File: config.mk
export PLATFORM = sky130hd
export DESIGN_NAME = hazard_unit
export DESIGN_NICKNAME = d
export VERILOG_FILES = /design/src/rtl/cpu_pkg.sv /design/src/rtl/sat_counter.sv /design/src/rtl/hazard_unit.sv
export SDC_FILE = /design/constraint.sdc
export NUM_CORES = 1
export LEC_CHECK = 0
export CORE_MARGIN = 1.5
export CORE_UTILIZATION = 63
export DETAILED_ROUTE_END_ITERATION = 12
export DONT_BUFFER_PORTS = 1
export PLACE_DENSITY_LB_ADDON = 0.25
export SYNTH_ARGS = -nofsm -noshare
export SYNTH_HDL_FRONTEND = slang
export SYNTH_SLANG_ARGS = --single-unit
File: constraint.sdc
create_clock -name clk_i -period 3.4 [get_ports clk_i]
set_clock_uncertainty 0.1 [all_clocks]
set_input_delay 0.85 -clock clk_i [delete_from_list [all_inputs] [get_ports clk_i]]
set_output_delay 0.85 -clock clk_i [all_outputs]
set_load 0.03 [all_outputs]
File: src/rtl/cpu_pkg.sv
// Shared pipeline-control definitions: memory-wait FSM states, register-index
// width and the "register 0 never matches" helper.
package cpu_pkg;

  localparam int REG_W = 5;
  localparam logic [REG_W-1:0] REG_ZERO = 5'd0;

  typedef enum logic [0:0] {
    RUN      = 1'b0,
    MEM_WAIT = 1'b1
  } mem_state_t;

  // $zero is hard-wired, so a producer writing it never creates a dependency.
  function automatic logic reg_match(input logic [REG_W-1:0] a,
                                     input logic [REG_W-1:0] b);
    return (a != REG_ZERO) && (a == b);
  endfunction

endpackage

File: src/rtl/sat_counter.sv
// Event counter that sticks at all-ones instead of wrapping.
module sat_counter #(
  parameter int W = 16
) (
  input  logic         clk_i,
  input  logic         rst_i,
  input  logic         inc,
  output logic [W-1:0] q
);

  logic [W-1:0] cnt_q, cnt_d;

  // NOTE: every variable assigned in always_comb gets a value on all paths,
  // otherwise synthesis infers a latch.
  always_comb begin
    cnt_d = cnt_q;
    if (inc && (cnt_q != '1)) cnt_d = cnt_q + W'(1);
  end

  // NOTE: state flops use non-blocking assignment and an asynchronous
  // active-low reset so every flop in the block updates from pre-edge values.
  always_ff @(posedge clk_i or negedge rst_i) begin
    if (!rst_i) cnt_q <= '0;
    else        cnt_q <= cnt_d;
  end

  assign q = cnt_q;

endmodule

File: src/rtl/hazard_unit.sv
// Stall/bubble/flush control for the 5-stage pipeline: load-use, branch-in-ID
// dependency, taken-branch squash and data-memory wait with timeout.
module hazard_unit
  import cpu_pkg::*;
#(
  parameter int CNT_W   = 16,
  parameter int TIMEOUT = 64
) (
  input  logic             clk_i,
  input  logic             rst_i,
  input  logic [REG_W-1:0] IF_ID_RegisterRs,
  input  logic [REG_W-1:0] IF_ID_RegisterRt,
  input  logic             IF_ID_UsesRt,
  input  logic             IF_ID_Branch,
  input  logic             Branch_Taken,
  input  logic             ID_EX_MemRead,
  input  logic             ID_EX_RegWrite,
  input  logic [REG_W-1:0] ID_EX_RegisterRd,
  input  logic             EX_MEM_MemRead,
  input  logic             EX_MEM_MemWrite,
  input  logic [REG_W-1:0] EX_MEM_RegisterRd,
  input  logic             dmem_ack_i,
  output logic             PC_Write,
  output logic             IF_ID_Write,
  output logic             ID_EX_Write,
  output logic             EX_MEM_Write,
  output logic             MEM_WB_Write,
  output logic             ID_EX_Flush,
  output logic             IF_ID_Flush,
  output logic             mem_err_o,
  output logic [CNT_W-1:0] stall_cnt_o,
  output logic [CNT_W-1:0] flush_cnt_o
);

  localparam int WAIT_W = $clog2(TIMEOUT + 1);
  localparam logic [WAIT_W-1:0] TIMEOUT_V = WAIT_W'(TIMEOUT);

  mem_state_t        state_q, state_d;
  logic [WAIT_W-1:0] wait_cnt_q, wait_cnt_d;
  logic              mem_err_q, mem_err_d;

  logic memop, freeze, lu, bd;

  assign memop = EX_MEM_MemRead || EX_MEM_MemWrite;

  assign lu = ID_EX_MemRead &&
              (reg_match(ID_EX_RegisterRd, IF_ID_RegisterRs) ||
               (IF_ID_UsesRt && reg_match(ID_EX_RegisterRd, IF_ID_RegisterRt)));

  // A branch compares in ID, so it needs both operands regardless of UsesRt.
  assign bd = IF_ID_Branch &&
              ((ID_EX_RegWrite &&
                (reg_match(ID_EX_RegisterRd, IF_ID_RegisterRs) ||
                 reg_match(ID_EX_RegisterRd, IF_ID_RegisterRt))) ||
               (EX_MEM_MemRead &&
                (reg_match(EX_MEM_RegisterRd, IF_ID_RegisterRs) ||
                 reg_match(EX_MEM_RegisterRd, IF_ID_RegisterRt))));

  assign freeze = ((state_q == RUN) && memop && !dmem_ack_i) ||
                  ((state_q == MEM_WAIT) && !dmem_ack_i);

  always_comb begin
    state_d    = state_q;
    wait_cnt_d = wait_cnt_q;
    mem_err_d  = mem_err_q;
    case (state_q)
      RUN: begin
        if (memop && !dmem_ack_i) begin
          state_d    = MEM_WAIT;
          wait_cnt_d = WAIT_W'(1);
        end
      end
      MEM_WAIT: begin
        if (dmem_ack_i)                    state_d    = RUN;
        else if (wait_cnt_q != TIMEOUT_V)  wait_cnt_d = wait_cnt_q + WAIT_W'(1);
      end
      default: state_d = RUN;
    endcase
    // The FSM keeps waiting after a timeout; only the sticky flag reports it.
    if ((state_d == MEM_WAIT) && (wait_cnt_d == TIMEOUT_V)) mem_err_d = 1'b1;
  end

  always_ff @(posedge clk_i or negedge rst_i) begin
    if (!rst_i) begin
      state_q    <= RUN;
      wait_cnt_q <= '0;
      mem_err_q  <= 1'b0;
    end else begin
      state_q    <= state_d;
      wait_cnt_q <= wait_cnt_d;
      mem_err_q  <= mem_err_d;
    end
  end

  // Freeze outranks hazards, which outrank the taken-branch squash.
  always_comb begin
    PC_Write     = 1'b1;
    IF_ID_Write  = 1'b1;
    ID_EX_Write  = 1'b1;
    EX_MEM_Write = 1'b1;
    MEM_WB_Write = 1'b1;
    ID_EX_Flush  = 1'b0;
    IF_ID_Flush  = 1'b0;
    if (rst_i) begin
      if (freeze) begin
        PC_Write     = 1'b0;
        IF_ID_Write  = 1'b0;
        ID_EX_Write  = 1'b0;
        EX_MEM_Write = 1'b0;
        MEM_WB_Write = 1'b0;
      end else if (lu || bd) begin
        PC_Write     = 1'b0;
        IF_ID_Write  = 1'b0;
        ID_EX_Flush  = 1'b1;
      end else if (Branch_Taken) begin
        IF_ID_Flush  = 1'b1;
      end
    end
  end

  assign mem_err_o = mem_err_q;

  sat_counter #(.W(CNT_W)) u_stall_cnt (
    .clk_i (clk_i),
    .rst_i (rst_i),
    .inc   (!PC_Write),
    .q     (stall_cnt_o)
  );

  sat_counter #(.W(CNT_W)) u_flush_cnt (
    .clk_i (clk_i),
    .rst_i (rst_i),
    .inc   (IF_ID_Flush),
    .q     (flush_cnt_o)
  );

endmodule

Word-level counts from Yosys, hierarchy flattened
Index checks and enable logic that the tools add are counted. Widths: inputs -> output; s select.

$add $sub $neg: 3. Multiply operators: 0. Div/mod/pow operators: 0. Magnitude comparators: 0. Eq/ne operators: 8. Shift-type cells: 0. Muxes and demuxes: 19. Bitwise logic cells: 1. Reductions and logical operators: 27.

Operators by type and width (number): $add 16x1->16 const B (2); $ne 16x16->1 const B (2); $mux 7 (3); $eq 5x5->1 (4); $logic_and 1x1->1 (16); $mux 1 (14); $pmux 7 s2 (1); $reduce_bool 5->1 (2); $add 7x1->7 const B (1); $eq 7x7->1 const B (1); $logic_or 1x1->1 (7); $ne 7x7->1 const B (1); $logic_not 1->1 (2); $pmux 1 s2 (1); $not 1->1 (1).

Register bits after elaboration: 41. Latch bits: 0. Bits in writable memories: 0. Bits in read-only memories: 0. Output and inout port bits: 40. Word-level logic and storage cells: 63. Memories: 0.

Longest topological paths before layout
Depth in word-level cells: 12. Depth in mapped cells: 8.

By module
Synthesis repeated with hierarchy kept, for this count alone.

Cells, all modules: 248. Area total of the unflattened synthesis: 2612.5 um2.

Modules (own cells, without submodules): sat_counter (times used 2, cells an instance 72, area each 859.6 um2); hazard_unit (times used 1, cells an instance 104, area each 893.4 um2).

Least setup slack after synthesis
OpenSTA, ideal clock, no wires.

Path kind: input to output. Start point: input port EX_MEM_RegisterRd[0]. End point: output port PC_Write. Data arrival time: 2.716 ns. Data required time: 2.450 ns. Setup slack: -0.266 ns. Stages: 6. Cell sequence: or3_1 o311a_1 a221oi_4 buf_6 nand2b_1 buf_4.

Cells in the longest elaborated chain, start to end: 10.

Ends and longest elaborated chain: start: declaration (RTL line hazard_unit.sv:21) `input logic [REG_W-1:0] EX_MEM_RegisterRd,`; $eq 5x5->1 or $reduce_bool 5->1 (tied branches) (RTL line cpu_pkg.sv:16) `return (a != REG_ZERO) && (a == b);`; $logic_and 1x1->1 (RTL line cpu_pkg.sv:16); $logic_or 1x1->1 * (RTL line hazard_unit.sv:56) `(reg_match(EX_MEM_RegisterRd, IF_ID_RegisterRs) ||`; $logic_and 1x1->1 * (RTL line hazard_unit.sv:55) `(EX_MEM_MemRead &&`; $logic_or 1x1->1 * (RTL line hazard_unit.sv:54) `reg_match(ID_EX_RegisterRd, IF_ID_RegisterRt))) ||`; $logic_and 1x1->1 * (RTL line hazard_unit.sv:51) `assign bd = IF_ID_Branch &&`; $logic_or 1x1->1 * (RTL line hazard_unit.sv:111) `end else if (lu || bd) begin`; $mux 1 * (3 in series); end: declaration (RTL line hazard_unit.sv:23) `output logic PC_Write,`.

Every way passes the cells marked *; elsewhere a longest branch is shown, timed or not.

Worst setup path in the final report
Start point: input port EX_MEM_RegisterRd[0]. End point: output port IF_ID_Write.

Cells in the longest elaborated chain, start to end: 10.

Ends and longest elaborated chain: $eq 5x5->1 or $reduce_bool 5->1 (tied branches) (RTL line cpu_pkg.sv:16); $logic_and 1x1->1 (RTL line cpu_pkg.sv:16); $logic_or 1x1->1 * (RTL line hazard_unit.sv:56); $logic_and 1x1->1 * (RTL line hazard_unit.sv:55); $logic_or 1x1->1 * (RTL line hazard_unit.sv:54); $logic_and 1x1->1 * (RTL line hazard_unit.sv:51); $logic_or 1x1->1 * (RTL line hazard_unit.sv:111); $mux 1 * (RTL line hazard_unit.sv:111); $mux 1 * (RTL line hazard_unit.sv:105) `if (freeze) begin`; $mux 1 * (RTL line hazard_unit.sv:104) `if (rst_i) begin`; end: declaration (RTL line hazard_unit.sv:24) `output logic IF_ID_Write,`.

Marked as above.

==> impl_metrics.json <==
{
  "dp_hpwl_um": 3640,
  "antennaDiodeCount": 0,
  "maxCapViolCount": 0,
  "grt_max_degree": 48,
  "antenna_found_initial": 0,
  "dr.first_iter.drc_count": 61,
  "syn_inst": 251,
  "num-fill-cells": 301,
  "min_period_over_period": 0.926,
  "p_per_area_nw_per_um2": 500,
  "rsz0062_at_grt": "no",
  "cpPeakStageDelay_ns": 0.38,
  "pwr-share-comb": 0.183,
  "worstMarginPinSlew_ns": 0.550,
  "grt_pass1_vias": 1830,
  "power_frac_seq": 0.579,
  "wl_um": 4890,
  "fin_crit_ns": 3.15,
  "io_pins": 70,
  "root_buffer": "clkbuf_8",
  "portBuffers": 0,
  "multiInputGateArea_um2": 1420,
  "finalMaxSlewViolations": 0,
  "ant_nets": 0,
  "vias_per_cell": 6.15,
  "cts_resized": 0,
  "timing.fmax_mhz": 318,
  "synth_area_leader_cell": "dfrtp_1",
  "ys.flop_type": "dfrtp_1",
  "fin_ws_ns": 0.252,
  "numCtsBuffers": 5,
  "p_switching_mw": 0.498,
  "peakVddDrop_mv": 0.413,
  "worstPathCellList": "or3_1, o311a_4, a221oi_4, nand2b_4",
  "leakagePower_nw": 1.12,
  "cp_slowest_cell": "or3_1",
  "drive_gt1_frac": 0.0898,
  "die_w_um": 66.1,
  "hold_buffers": 0,
  "final_core_util": 0.710,
  "clk_latency_ns": 0.29,
  "switching_share": 0.375,
  "clockPowerShare": 0.238,
  "cp-end-kind": "output port",
  "cts_buffer_depth": 2,
  "synth-seq-cells": 41,
  "path_buf_inv": 0,
  "gr-total-overflow": 0,
  "yosysUniqueCellTypes": 46,
  "gr-usage-all-layers": 0.240,
  "wl_per_cell_um": 16.1,
  "area_growth_pct": 6.09,
  "crit_cells": 4,
  "clk_pin_slew_ns": 0.07,
  "clkSinkCount": 41,
  "num_vias": 1870,
  "firstDrtPassIters": 4,
  "tritoncts": "yes",
  "crit_family": "simple AND/OR/NAND/NOR gates",
  "start_kind": "input port",
  "pre_cts_slack_ns": 0.236,
  "cts_setup_buffers": 0,
  "regArea_um2": 1030,
  "coreArea_um2": 3740,
  "relSlewSlack": 0.633,
  "syn_area_per_cell_um2": 9.98,
  "required_ns": 2.45,
  "drc": 0,
  "grt_pass1_wl_um": 7960,
  "gp_congestion": 0.828,
  "synth_top_area_frac": 0.410,
  "status": "completed",
  "nets": 290,
  "rows": 22,
  "cts_htree_levels": 2,
  "netlist_area_um2": 2500,
  "intPower_mw": 0.831,
  "hold_class": "in -> async",
  "crit_arrival_ns": 2.20,
  "yosys_warnings": 0,
  "syn-num-nets": 285,
  "start_util": 0.669,
  "hold_violations": 0,
  "synth-edff-count": 0,
  "r2r_cells": 8,
  "synth_area_leaders": "dfrtp_1 (41%), xnor2_1 (11%), xor2_1 (6.6%)",
  "cp_max_fo": 3,
  "critical_path_class": "in -> out",
  "fp.dieH_um": 66.1,
  "setup_viol": 0,
  "seq_area_frac_synth": 0.410,
  "dieArea_um2": 4360,
  "async_flop_share": 1.00
}
## synthesized netlist by cell type, types with 5 or more instances
cell type and count:
nor3_1 13, o21ai_0 10, dfrtp_1 41, xor2_1 19, inv_1 8, nand2b_1 5
and4_1 6, nor2_1 9, xnor2_1 31, a21oi_1 6, nand2_1 28, nand3_1 13
## per-layer routing
metal  global-route usage  wire, µm  up-vias
met1                0.283      2100      909
met5                    0         0        -
met2                0.423      2420       63
met3               0.0733       323        4
li1                     -         -      894
met4               0.0663        43        0
## stage by stage
step | cell area [µm²] | setup TNS [ns] | total power [mW] | hold WS [ns] | cells
floorplan | 2530 | -0.0183 | 0.963 | 0.375 | 251
global placement | 2570 | 0 | 1.01 | 0.429 | 297
detailed placement | 2570 | 0 | 1.02 | 0.437 | 297
CTS | 2660 | 0 | 1.34 | 0.141 | 304
global route | 2660 | 0 | 1.40 | 0.135 | 304
finish | 2660 | 0 | 1.33 | 0.150 | 304
## cell type report
class / count / share of cell area
Clock buffer: 7 / 0.0325
Inverter: 8 / 0.0113
Multi-Input combinational cell: 195 / 0.533
Sequential cell: 41 / 0.386
Tap cell: 48 / 0.0226
Timing Repair Buffer: 5 / 0.0141
## sequential cells by signal, indices dropped and copies added, names as in the netlist
signal,count
wait_cnt_q,7
u_flush_cnt.q,16
u_stall_cnt.q,16
mem_err_o,1
state_q,1
## worst reg2reg max path: stages, from the launching register on
cell and delay, ns:
dfrtp_1 0.42, inv_1 0.11, ha_1 0.15, nor4b_2 0.21, and3b_1 0.22, nor2_1 0.06, a22o_1 0.24, or4b_1 0.54
o41ai_1 0.25
## power groups by stage
stage	clock (mW)	sequential, mW	combinational [mW]
2_1_floorplan	0	0.758	0.205
3_3_place_gp	0	0.778	0.234
3_5_place_dp	0	0.778	0.244
4_1_cts	0.325	0.769	0.245
5_1_grt	0.342	0.786	0.271
6_report	0.317	0.770	0.243
## cells by family after synthesis
| group | after synthesis | synth area share |
|---|---|---|
| adders and majority gates | 4 | 0.0200 |
| AOI/OAI and AO/OA | 30 | 0.0944 |
| buffers and inverters | 15 | 0.0320 |
| DFF | 41 | 0.410 |
| muxes | 3 | 0.0135 |
| and+or+nand+nor | 108 | 0.256 |
| xor gates and xnor gates | 50 | 0.175 |
## cells in the final DEF (no fill, tap or decap), types with 5 or more instances in the layout
cell type,count
a21oi_1,6
nor3_1,13
nand3_1,13
inv_1,8
xnor2_1,31
o21ai_0,9
clkbuf_8,6
dfrtp_1,41
buf_4,5
nor2_1,9
and4_1,6
nand2_1,28
xor2_1,19
## final timing paths
| kind | to | from | slack [ns] |
|---|---|---|---|
| min in group clk_i | wait_cnt_q[0]$_DFF_PN0_ | wait_cnt_q[0]$_DFF_PN0_ | 0.45 |
| max in group asynchronous | u_stall_cnt.q[5]$_DFFE_PN0P_ | rst_i | 2.96 |
| worst min register to register | wait_cnt_q[0]$_DFF_PN0_ | wait_cnt_q[0]$_DFF_PN0_ | 0.45 |
| worst max register to register | mem_err_o$_DFFE_PN0P_ | wait_cnt_q[0]$_DFF_PN0_ | 0.99 |
| worst max-delay path | IF_ID_Write | EX_MEM_RegisterRd[0] | 0.25 |
| worst min-delay path | state_q$_DFF_PN0_ | rst_i | 0.15 |
Power figures use the tool's default switching activity.
